`src/rtl/dreg_pkg.sv`:
```
// Shared encodings for the dreg_shifter slice: command opcodes and controller states.
package dreg_pkg;

  typedef enum logic [2:0] {
    OP_HOLD  = 3'b000,
    OP_LOAD  = 3'b001,
    OP_SHL   = 3'b010,
    OP_SHR   = 3'b011,
    OP_ROTL  = 3'b100,
    OP_ROTR  = 3'b101,
    OP_CLEAR = 3'b110,
    OP_BURST = 3'b111
  } op_t;

  typedef enum logic {
    ST_IDLE = 1'b0,
    ST_BUSY = 1'b1
  } state_t;

endpackage

```
`src/rtl/dreg_shift_core.sv`:
```
// WIDTH-bit register datapath: load / shift / rotate / clear mux plus the
// registered expelled bit. The controller decides which command runs each cycle.
module dreg_shift_core
  import dreg_pkg::*;
#(
  parameter int WIDTH = 8
) (
  input  logic             clk,
  input  logic             rst_n,
  input  op_t              cmd,
  input  logic [WIDTH-1:0] d,
  input  logic             sin,
  output logic [WIDTH-1:0] q,
  output logic             sout
);

  // NOTE: state registers use non-blocking assignments so every flop samples
  // the pre-edge value of q; blocking here would chain the shifts.
  always_ff @(posedge clk or negedge rst_n) begin
    if (!rst_n) begin
      q    <= '0;
      sout <= 1'b0;
    end else begin
      case (cmd)
        OP_LOAD: q <= d;
        OP_SHL: begin
          q    <= {q[WIDTH-2:0], sin};
          sout <= q[WIDTH-1];
        end
        OP_SHR: begin
          q    <= {sin, q[WIDTH-1:1]};
          sout <= q[0];
        end
        OP_ROTL: begin
          q    <= {q[WIDTH-2:0], q[WIDTH-1]};
          sout <= q[WIDTH-1];
        end
        OP_ROTR: begin
          q    <= {q[0], q[WIDTH-1:1]};
          sout <= q[0];
        end
        OP_CLEAR: begin
          q    <= '0;
          sout <= 1'b0;
        end
        default: ;  // hold; burst start is mapped to OP_LOAD by the controller
      endcase
    end
  end

endmodule

```
`src/rtl/dreg_shifter.sv`:
```
// Shift/rotate register with a burst controller: a burst loads d and then
// shifts len times in the latched direction, pulsing done on completion.
module dreg_shifter
  import dreg_pkg::*;
#(
  parameter  int WIDTH = 8,
  localparam int CNT_W = $clog2(WIDTH + 1)
) (
  input  logic             clk,
  input  logic             rst_n,
  input  logic             en,
  input  logic [2:0]       op,
  input  logic [WIDTH-1:0] d,
  input  logic             sin,
  input  logic [CNT_W-1:0] len,
  input  logic             dir,
  output logic [WIDTH-1:0] q,
  output logic             sout,
  output logic             busy,
  output logic             done
);

  state_t           state, state_n;
  logic [CNT_W-1:0] remaining, remaining_n;
  logic             dir_r, dir_n;
  logic             done_n;
  op_t              cmd;

  always_ff @(posedge clk or negedge rst_n) begin
    if (!rst_n) begin
      state     <= ST_IDLE;
      remaining <= '0;
      dir_r     <= 1'b0;
      done      <= 1'b0;
    end else begin
      state     <= state_n;
      remaining <= remaining_n;
      dir_r     <= dir_n;
      done      <= done_n;
    end
  end

  // NOTE: every output of this block is given a default first, so no path
  // through the case statements can leave one unassigned and infer a latch.
  always_comb begin
    state_n     = state;
    remaining_n = remaining;
    dir_n       = dir_r;
    done_n      = 1'b0;
    cmd         = OP_HOLD;
    if (en) begin
      case (state)
        ST_IDLE: begin
          if (op_t'(op) == OP_BURST) begin
            cmd         = OP_LOAD;
            dir_n       = dir;
            remaining_n = len;
            if (len != '0) state_n = ST_BUSY;
            else           done_n  = 1'b1;
          end else begin
            cmd = op_t'(op);
          end
        end
        ST_BUSY: begin
          if (op_t'(op) == OP_CLEAR) begin
            // abort: clear the register, drop the burst, no done pulse
            cmd         = OP_CLEAR;
            state_n     = ST_IDLE;
            remaining_n = '0;
          end else begin
            cmd         = dir_r ? OP_SHR : OP_SHL;
            remaining_n = remaining - 1'b1;
            if (remaining == CNT_W'(1)) begin
              state_n = ST_IDLE;
              done_n  = 1'b1;
            end
          end
        end
        default: state_n = ST_IDLE;
      endcase
    end
  end

  assign busy = (state == ST_BUSY);

  dreg_shift_core #(.WIDTH(WIDTH)) u_core (
    .clk  (clk),
    .rst_n(rst_n),
    .cmd  (cmd),
    .d    (d),
    .sin  (sin),
    .q    (q),
    .sout (sout)
  );

endmodule
```
`config.mk`:
```
export PLATFORM = sky130hd
export DESIGN_NAME = dreg_shifter
export DESIGN_NICKNAME = d
export VERILOG_FILES = /design/src/rtl/dreg_pkg.sv /design/src/rtl/dreg_shift_core.sv /design/src/rtl/dreg_shifter.sv
export SDC_FILE = /design/constraint.sdc
export NUM_CORES = 1
export LEC_CHECK = 0
export ABC_AREA = 1
export CAP_MARGIN = 40
export CORE_AREA = 4 4 49 73
export CTS_CLUSTER_SIZE = 16
export DETAILED_ROUTE_END_ITERATION = 7
export DIE_AREA = 0 0 53 77
export HOLD_SLACK_MARGIN = 0.15
export PLACE_DENSITY_LB_ADDON = 0.15
export SYNTH_ARGS = -nofsm -noshare
export SYNTH_HDL_FRONTEND = slang
export SYNTH_SLANG_ARGS = --single-unit
```
`constraint.sdc`:
```
create_clock -name clk -period 1.4 [get_ports clk]
set_input_delay 0.21 -clock clk [delete_from_list [all_inputs] [get_ports clk]]
set_output_delay 0.21 -clock clk [all_outputs]
set_load 0.005 [all_outputs]
```
==> flow_metrics.tcl <==
set metrics [dict create \
    status "finished, violations left" \
    violations "negative setup slack" \
    yosysSeqAreaShare_pct 31.94 \
    worstPathRequired_ps 1590 \
    track_usage_pct 18.34 \
    io_pins 31 \
    worstMarginPinSlew_ps 262.7 \
    syn2layout_area_growth_pct 66.27 \
    ctsHoldBuffers 0 \
    stdcell_count 279 \
    rrSetupSlack_ps -210 \
    met3_length_um 173 \
    avgSynthCellArea_sq_um 7.123 \
    portBuffers 30 \
    drc 0 \
    overflow 0 \
    dieWidth_um 53 \
    drt_iter0_drc 40 \
    pre_cts_slack_ps -451.2 \
    drtPass1Iterations 4 \
    routedWlPerCell_um 14.81 \
    grt_pass1_wl_mm 5.789 \
    rows 24 \
    ys_seq_elements 16 \
    cts.sinks 16 \
    antenna_cells 0 \
    p_comb_share_pct 58.0 \
    placedCellCount 259 \
    p_clk_share_pct 13.9 \
    drive_gt1_share_pct 38.75 \
    drv_slew 0 \
    syn_inst 176 \
    worst_clock_skew_ps 1.567 \
    critPathLaunchType "register" \
    synth_area_leader_cell "dfrtp_1" \
    synth.area.top_cells "dfrtp_1 32%, nand2_1 16%, nand3_1 12%" \
    period_minus_slack_ps 1609 \
    cts_made_buffers 3 \
    cap_violations 0 \
    synth_fp_nets 198 \
    setup_viol 11 \
    fmax_mhz 621.4 \
    rsz0062_at_grt "yes" \
    grt_pass1_vias 1463 \
    path_clk_slew_ps 70 \
    htreeDepth 1 \
    vias 1443 \
    cp.arrival_ps 1800 \
    synth_area_sq_um 1254 \
    ir_drop_mv 0.8645 \
    pwr_density_cell_nw_per_um2 1447 \
    endpoint_kind "register" \
    total_power_mw 3.017 \
    die_area_sq_um 4081 \
    ys_warn_count 0 \
    hold_viol_final 0 \
    cts_tree "yes" \
    hold_ws_ps 280.9 \
    internal_power_mw 1.796 \
    die_h_um 77 \
    cts-root-buf "clkbuf_8" \
    wl_met1_mm 1.396 \
    clk_latency_ps 250 \
    hpwl_mm 2.589 \
    power.leakage_nw 1.001 \
    core_sq_um 2913 \
    p_sw_mw 1.221 \
    worstSetupPathType "register to register" \
    clock_path_buffers 2 \
    wl_met2_mm 2.438 \
    place_congestion 0.8731 \
    grt_antenna_before_repair 0 \
    fin_nets 263 \
    ys_types 30 \
    initial_core_util_pct 43.04 \
    min_path_type "input pin to asynchronous set/reset pin" \
    worstPathMaxFanout 7 \
    p_seq_share_pct 28.0 \
    top_layer_used "met4" \
    slew_headroom_pct 82.44 \
    synth_top_area_share_pct 31.94 \
    p_sw_share_pct 40.48 \
    period_share_pct 114.9 \
    ant_nets 0 \
    drt-vias-per-instance 5.172 \
    grt_max_degree 17 \
    routed_wl_mm 4.133 \
    finalWorstSetupSlack_ps -209.2 \
]
==> area by class of cell <==
cell class / instances / area [sq um]
clock buffers: 4 / 55.05
inverters: 26 / 127.6
well taps: 39 / 48.80
repair buffers: 62 / 561.8
repair inverters: 1 / 8.758
fillers: 224 / 828.3
multi-input cells: 131 / 879.6
flip-flops and latches: 16 / 402.9
==> cells in the mapped netlist <==
master and n:
nor2_8 2, inv_1 19, a31oi_1 1, buf_6 2, o21ai_1 2, a21oi_1 4, inv_8 1, o31ai_1 1
nand3_2 1, nor2_4 1, dfrtp_1 16, nor2_1 6, o22ai_1 1, nand2_8 1, a22oi_1 1, nand3_4 1
nand3_1 29, nand2_2 2, buf_2 1, nand2_1 53, ha_1 2, o21ai_2 1, nand2_4 4, a22o_1 1
nor4_1 1, buf_4 1, inv_4 2, inv_2 4, o21ai_0 12, nand4_1 3
==> registers in the layout, summed over array words and instances, names as in the netlist <==
| register | count |
|---|---|
| dir_r | 1 |
| u_core.q | 8 |
| remaining | 4 |
| busy | 1 |
| u_core.sout | 1 |
| done | 1 |
==> kinds of logic (layout without fill, tap and decap cells) <==
logic type                 count (synthesis)  in the layout  synth area share (%)
AOI/OAI and AO/OA                         24             24                 10.78
adders and majority gates                  2              2                 1.996
buffers and inverters                     30             93                 11.58
DFF                                       16             16                 31.94
and+or+nand+nor                          104            105                 43.71
==> metal layers <==
| metal | vias to the layer above | track usage [%] |
|---|---|---|
| met5 | - | 0 |
| met4 | 0 | 9.974 |
| met3 | 14 | 2.519 |
| met2 | 46 | 35.45 |
| met1 | 679 | 17.01 |
| li1 | 704 | - |
==> power by group through the flow <==
stage / logic, mW / registers (mW) / clock network (mW)
2_1_floorplan: 0.716 / 0.844 / 0
3_3_place_gp: 1.22 / 0.896 / 0
3_5_place_dp: 1.26 / 0.895 / 0
4_1_cts: 1.42 / 0.866 / 0.427
5_1_grt: 1.92 / 0.872 / 0.440
6_report: 1.75 / 0.846 / 0.421
==> placed cells by master, fill, tap and decap left out, types with 5 or more instances in the layout <==
master           synthesis  routed
inv_1                   19      17
buf_4                    1      25
clkdlybuf4s50_1          0      23
dfrtp_1                 16      14
nand3_2                  1      12
o21ai_2                  1       5
o21ai_1                  2       6
nand2_1                 53      40
nand2_4                  4       6
nor2_1                   6       5
dlygate4sd2_1            0       6
buf_6                    2       7
nand2_2                  2      12
nand3_1                 29      18
inv_2                    4       5
==> final timing paths <==
check                             startpoint                 endpoint  depth (start not counted)
hold reg to reg            dir_r$_DFFE_PN0P_        dir_r$_DFFE_PN0P_                          2
hold / removal                         rst_n  u_core.q[4]$_DFFE_PN0P_                          2
setup / recovery            busy$_DFFE_PN0P_  u_core.q[7]$_DFFE_PN0P_                         11
min in group clk                          en         busy$_DFFE_PN0P_                          3
max in group asynchronous              rst_n         busy$_DFFE_PN0P_                          2
setup reg to reg            busy$_DFFE_PN0P_  u_core.q[7]$_DFFE_PN0P_                         11
==> worst max-delay path: stages, from the launching register on <==
cell and delay, ps:
dfrtp_2 470, inv_8 90, nand2_4 50, nand2_4 70
nand2_8 70, nor2_4 210, nand3_2 160, nand2_4 140
nand2_1 100, nand3_2 80, nand2_1 60, nand2_1 60
==> stage by stage <==
step | area [sq um] | TNS [ps] | util, %
floorplan | 1256 | -620.5 | -
global placement | 1705 | -4835 | 58.55
detailed placement | 1705 | -5218 | 58.55
CTS | 1871 | -581.2 | 64.22
global route | 2085 | -2340 | 71.56
finish | 2085 | -1316 | 71.56
==> what timing repair did <==
action	in CTS	in global routing
gates resized for setup	25	44
setup endpoints to repair	12	22
cloned	0	2
setup buffers	8	6
pin swaps	13	20
(Power assumes the default switching activity.)
